## src/rtl/change_dispenser.sv

```systemverilog
// Change payout controller: greedy 5/2/1 coin selection against on-board stock,
// one coin at a time via a level request / acknowledge handshake.
module change_dispenser #(
  parameter int unsigned AMT_W     = 7,
  parameter int unsigned CNT_W     = 8,
  parameter int unsigned INIT_FIVE = 20,
  parameter int unsigned INIT_TWO  = 20,
  parameter int unsigned INIT_ONE  = 20
) (
  input  logic             clk,
  input  logic             reset,
  input  logic             start,
  input  logic [AMT_W-1:0] change_amount,
  input  logic             restock,
  input  logic             clear,
  input  logic             coin_ack,
  output logic             coin_five,
  output logic             coin_two,
  output logic             coin_one,
  output logic             busy,
  output logic             done,
  output logic             fault,
  output logic [AMT_W-1:0] remaining,
  output logic [CNT_W-1:0] stock_five,
  output logic [CNT_W-1:0] stock_two,
  output logic [CNT_W-1:0] stock_one
);

  typedef enum logic [2:0] {IDLE, SELECT, ISSUE, GAP, DONE, FAULT} state_t;

  state_t           state_q;
  logic             five_q, two_q, one_q;
  logic             busy_q, done_q, fault_q;
  logic [AMT_W-1:0] rem_q;
  logic [CNT_W-1:0] s5_q, s2_q, s1_q;
  logic [AMT_W-1:0] issue_val;

  // Value of the coin currently on the request lines.
  assign issue_val = five_q ? AMT_W'(5) : (two_q ? AMT_W'(2) : AMT_W'(1));

  always_ff @(posedge clk or posedge reset) begin
    if (reset) begin
      state_q <= IDLE;
      five_q  <= 1'b0;
      two_q   <= 1'b0;
      one_q   <= 1'b0;
      busy_q  <= 1'b0;
      done_q  <= 1'b0;
      fault_q <= 1'b0;
      rem_q   <= '0;
      s5_q    <= CNT_W'(INIT_FIVE);
      s2_q    <= CNT_W'(INIT_TWO);
      s1_q    <= CNT_W'(INIT_ONE);
    end else begin
      done_q <= 1'b0;
      unique case (state_q)
        IDLE: begin
          if (restock) begin
            s5_q <= CNT_W'(INIT_FIVE);
            s2_q <= CNT_W'(INIT_TWO);
            s1_q <= CNT_W'(INIT_ONE);
          end
          if (start) begin
            rem_q <= change_amount;
            if (change_amount == '0) begin
              state_q <= DONE;
            end else begin
              state_q <= SELECT;
              busy_q  <= 1'b1;
            end
          end
        end
        SELECT: begin
          // Greedy: largest coin that fits the remainder and is in stock.
          if (rem_q >= AMT_W'(5) && s5_q != '0) begin
            five_q  <= 1'b1;
            state_q <= ISSUE;
          end else if (rem_q >= AMT_W'(2) && s2_q != '0) begin
            two_q   <= 1'b1;
            state_q <= ISSUE;
          end else if (s1_q != '0) begin
            one_q   <= 1'b1;
            state_q <= ISSUE;
          end else begin
            fault_q <= 1'b1;
            busy_q  <= 1'b0;
            state_q <= FAULT;
          end
        end
        ISSUE: begin
          if (coin_ack) begin
            five_q <= 1'b0;
            two_q  <= 1'b0;
            one_q  <= 1'b0;
            rem_q  <= rem_q - issue_val;
            if (five_q)     s5_q <= s5_q - 1'b1;
            else if (two_q) s2_q <= s2_q - 1'b1;
            else            s1_q <= s1_q - 1'b1;
            if (rem_q == issue_val) begin
              busy_q  <= 1'b0;
              state_q <= DONE;
            end else begin
              state_q <= GAP;
            end
          end
        end
        GAP:  state_q <= SELECT;
        DONE: begin
          done_q  <= 1'b1;
          state_q <= IDLE;
        end
        FAULT: begin
          if (restock) begin
            s5_q <= CNT_W'(INIT_FIVE);
            s2_q <= CNT_W'(INIT_TWO);
            s1_q <= CNT_W'(INIT_ONE);
          end
          if (clear) begin
            fault_q <= 1'b0;
            state_q <= IDLE;
          end
        end
        default: state_q <= IDLE;
      endcase
    end
  end

  assign coin_five  = five_q;
  assign coin_two   = two_q;
  assign coin_one   = one_q;
  assign busy       = busy_q;
  assign done       = done_q;
  assign fault      = fault_q;
  assign remaining  = rem_q;
  assign stock_five = s5_q;
  assign stock_two  = s2_q;
  assign stock_one  = s1_q;

endmodule

```

## config.mk

```make
export PLATFORM = sky130hd
export DESIGN_NAME = change_dispenser
export DESIGN_NICKNAME = d
export VERILOG_FILES = /design/src/rtl/change_dispenser.sv
export SDC_FILE = /design/constraint.sdc
export NUM_CORES = 1
export LEC_CHECK = 0
export CORE_MARGIN = 2
export CORE_UTILIZATION = 50
export DETAILED_ROUTE_END_ITERATION = 10
export GPL_ROUTABILITY_DRIVEN = 0
export HOLD_SLACK_MARGIN = 0.15
export PLACE_DENSITY = 0.79
export SLEW_MARGIN = 10
export SYNTH_ARGS = -nofsm -noshare
export SYNTH_HDL_FRONTEND = slang
export SYNTH_SLANG_ARGS = --single-unit
```

## constraint.sdc

```tcl
create_clock -name clk -period 5.85 [get_ports clk]
set_input_delay 0.8775 -clock clk [delete_from_list [all_inputs] [get_ports clk]]
set_output_delay 0.8775 -clock clk [all_outputs]
set_load 0.02 [all_outputs]
```

==> impl_results.md <==
* Final core occ at between 60% and 70%
* Worst r2r src: coin_five
* Hold Startpoint: fault
* Slowest stage cell, crit path: clkdlybuf4s50_1
* Total grt overflow at 0
* Core area at approximately 4400 µm²
* WP data arrival at between 2000 and 3000 ps
* Warnings, synthesis at 0
* DR vias at just over 2000
* Number of DRC markers in iteration 0 at 59
* Ports at 50
* DP Area at between 2000 and 3000 µm²
* Leak at 1.21 nW
* Residual DRC at 0
* Peak VDD IR at between 0.0003 and 0.0004 V
* Min-delay worst type: reg -> reg
* CP Capture Type: flop
* HPWL Detailed at ~4 mm
* Sequential area share after synthesis at ~43%
* Post-CTS Setup Repair Bufs at 0
* Count of final setup violators at 0
* Final Hold Vio Count at 0
* Clock sinks at 40
* Crit path max-delay family: simple AND/OR/NAND/NOR gates
* Final ANT Viol Nets at 0
* Register bit total from synthesis at 40
* Mean Syn Cell Area at roughly 9 µm²
* DIE AREA at ~5200 µm²
* Post-CTS Hold Buffers at 0
* Post-route clock period utilization at roughly 43%
* Worst Setup Start Kind: input port
* Area grow syn2layout at 25.9%
* Inst Count DP at 345
* Clock Tree Root: clkbuf_8
* CTS-repair resized insts at 0
* Ant. Diodes at 0
* Buf+Inv Stages, Crit Path at 1
* Wire length per cell at approximately 15 µm
* Hold WS at around 540 ps
* Rel. slew slack at between 30% and 40%
* Status: finished, final reports clean
* Distinct cell type count after synthesis at 57
* Final Skew at about 5 ps
* TNS Setup at 0 ps
* Non-filler cells, final at between 300 and 400
* CTS tree: yes
* Post-layout power at ~1.5 mW
* Fmax at roughly 400 MHz
* Worst skew pair latency at 300 ps
* # nets final at 320
* Mapped Area at roughly 2300 µm²
* Via density at just under 6
* Vias in the first global route at around 1900
* Detailed Routing Iterations Pass 1 at 4
* H-tree levels at 2
* Post-synth EDFFs at 0
* Clk pin slew, worst setup/hold paths at around 80 ps
* Max-cap violation count at 0
* Worst-Margin Slew at 907 ps
* First-pass GRT wire length at 8.85 mm
* RSZ-0062 raised after global routing: no
* Syn Inst Count at 251
* Crit path kind: in -> reg
* Largest net degree at the start of global routing at 41
* Row Count at 24
* Number of buffers added on ports at just under 50
* CP startpoint: coin_ack
* Worst-path cell chain: clkdlybuf4s50_1 > nand4bb_1 > o32ai_4 > nor3b_1 > xnor2_1 > nand2_1
* Initial core utilization at 52.7%
* Pre-CTS setup slack at a little over 3000 ps
* TritonCTS Buffers at 5
* Max Transition Viols Final at 0
* Worst-path fanout max at 10
* Post-route cell area at 2930 µm²
* Cell Pwr Density at between 400 and 500 nW/µm²
* Syn Nets at ~270
* Async set-or-reset flop fraction in the synthesized netlist at 100%
* Max stage delay on crit path at 540 ps
* Antenna violations before repair at 0
* GRT Resource Usage Total at around 22%
* Post-layout min period at between 2000 and 3000 ps
* Share of cells above drive strength 1 at approximately 9%
* Most common flop cell mapped by yosys: dfrtp_1
* Worst Path Required at 6080 ps
* Routed wire length at roughly 5.4 mm
* Die height at 72.2 µm
* Final setup margin at ~3300 ps
* Die X at slightly above 70 µm
* Clock Tree Buf Depth at 2
==> synth_stat cells (3+ instances only) <==
library cell	count	share of area, %
a21oi_1	11	2.4
a31oi_1	3	0.81
clkbuf_1	5	0.81
dfrtp_1	34	37
dfstp_2	6	6.8
ha_1	6	3.2
inv_1	14	2.3
nand2_1	14	2.3
nand2b_1	4	1.1
nand3_1	7	1.5
nor2_1	35	5.7
nor2b_1	3	0.81
nor3_1	14	3.0
nor4_1	5	1.3
o211ai_1	3	0.97
o21ai_0	4	0.86
o21ai_1	15	3.2
o22a_1	3	1.1
xnor2_1	3	1.1
xor2_1	15	5.7
==> registers in the layout, summed over array words and instances, names as in the netlist <==
signal	count
stock_two	8
stock_one	8
stock_five	8
busy	1
coin_one	1
done	1
remaining	7
state_q	3
coin_five	1
coin_two	1
fault	1
==> power breakdown <==
group | internal (mW) | switching [mW]
clock network | 0.0834 | 0.0982
logic | 0.341 | 0.407
registers | 0.378 | 0.144
==> final cells by class <==
class | instances | area, µm²
timing repair buffer | 50 | 498
inverter | 15 | 56.3
clock inverter | 2 | 12.5
tap | 52 | 65.1
fill | 372 | 1490
clock buffer | 6 | 72.6
sequential | 40 | 1010
multi-input combinational | 188 | 1210
==> cell families (layout without fill, tap and decap cells) <==
kind of cell / Yosys count / count (layout) / synth area share [%]
DFF: 40 / 40 / 43.4
AOI/OAI and AO/OA: 58 / 58 / 17.1
adders and majority gates: 7 / 7 / 4.09
buffers and inverters: 23 / 73 / 4.36
xor gates and xnor gates: 18 / 18 / 6.78
muxes: 1 / 1 / 0.431
and+or+nand+nor: 104 / 104 / 23.8
==> cell usage in the layout, fill, tap and decap left out, types with 3 or more instances in the layout <==
cell             count
nor2_1              35
xnor2_1              3
clkbuf_8             5
nand3_1              7
o22a_1               3
dfstp_2              6
o211ai_1             3
nor4_1               5
xor2_1              15
dfrtp_1             34
o21ai_0              4
nor3_1              14
clkdlybuf4s50_1     49
ha_1                 6
o21ai_1             15
a31oi_1              3
nor2b_1              3
nand2b_1             4
inv_1               14
a21oi_1             11
nand2_1             14
==> layer usage <==
layer,up-vias,track usage (%),share of wire (%)
li1,990,-,-
met3,8,4.44,4.2
met2,58,37.7,51
met5,-,0,0
met1,992,27.3,44
met4,0,6.71,1.3
==> worst reg2reg max path, stage by stage, from the launching register on <==
cell	delay, ps
dfrtp_1	530
nand2b_1	310
ha_1	240
inv_1	60
fa_1	410
a211o_1	310
nor3_1	210
a31oi_1	120
o22a_1	230
==> worst paths after layout <==
kind                       slack, ps  cells after the start            end
min                              540                      2          fault
min reg2reg                      540                      2          fault
max                             3320                      6   stock_one[4]
max reg2reg                     3330                      8   remaining[6]
min in group asynchronous       1000                      3   remaining[1]
max in group asynchronous       4470                      3  stock_five[2]
No activity file was read; power rests on OpenSTA's default activity.
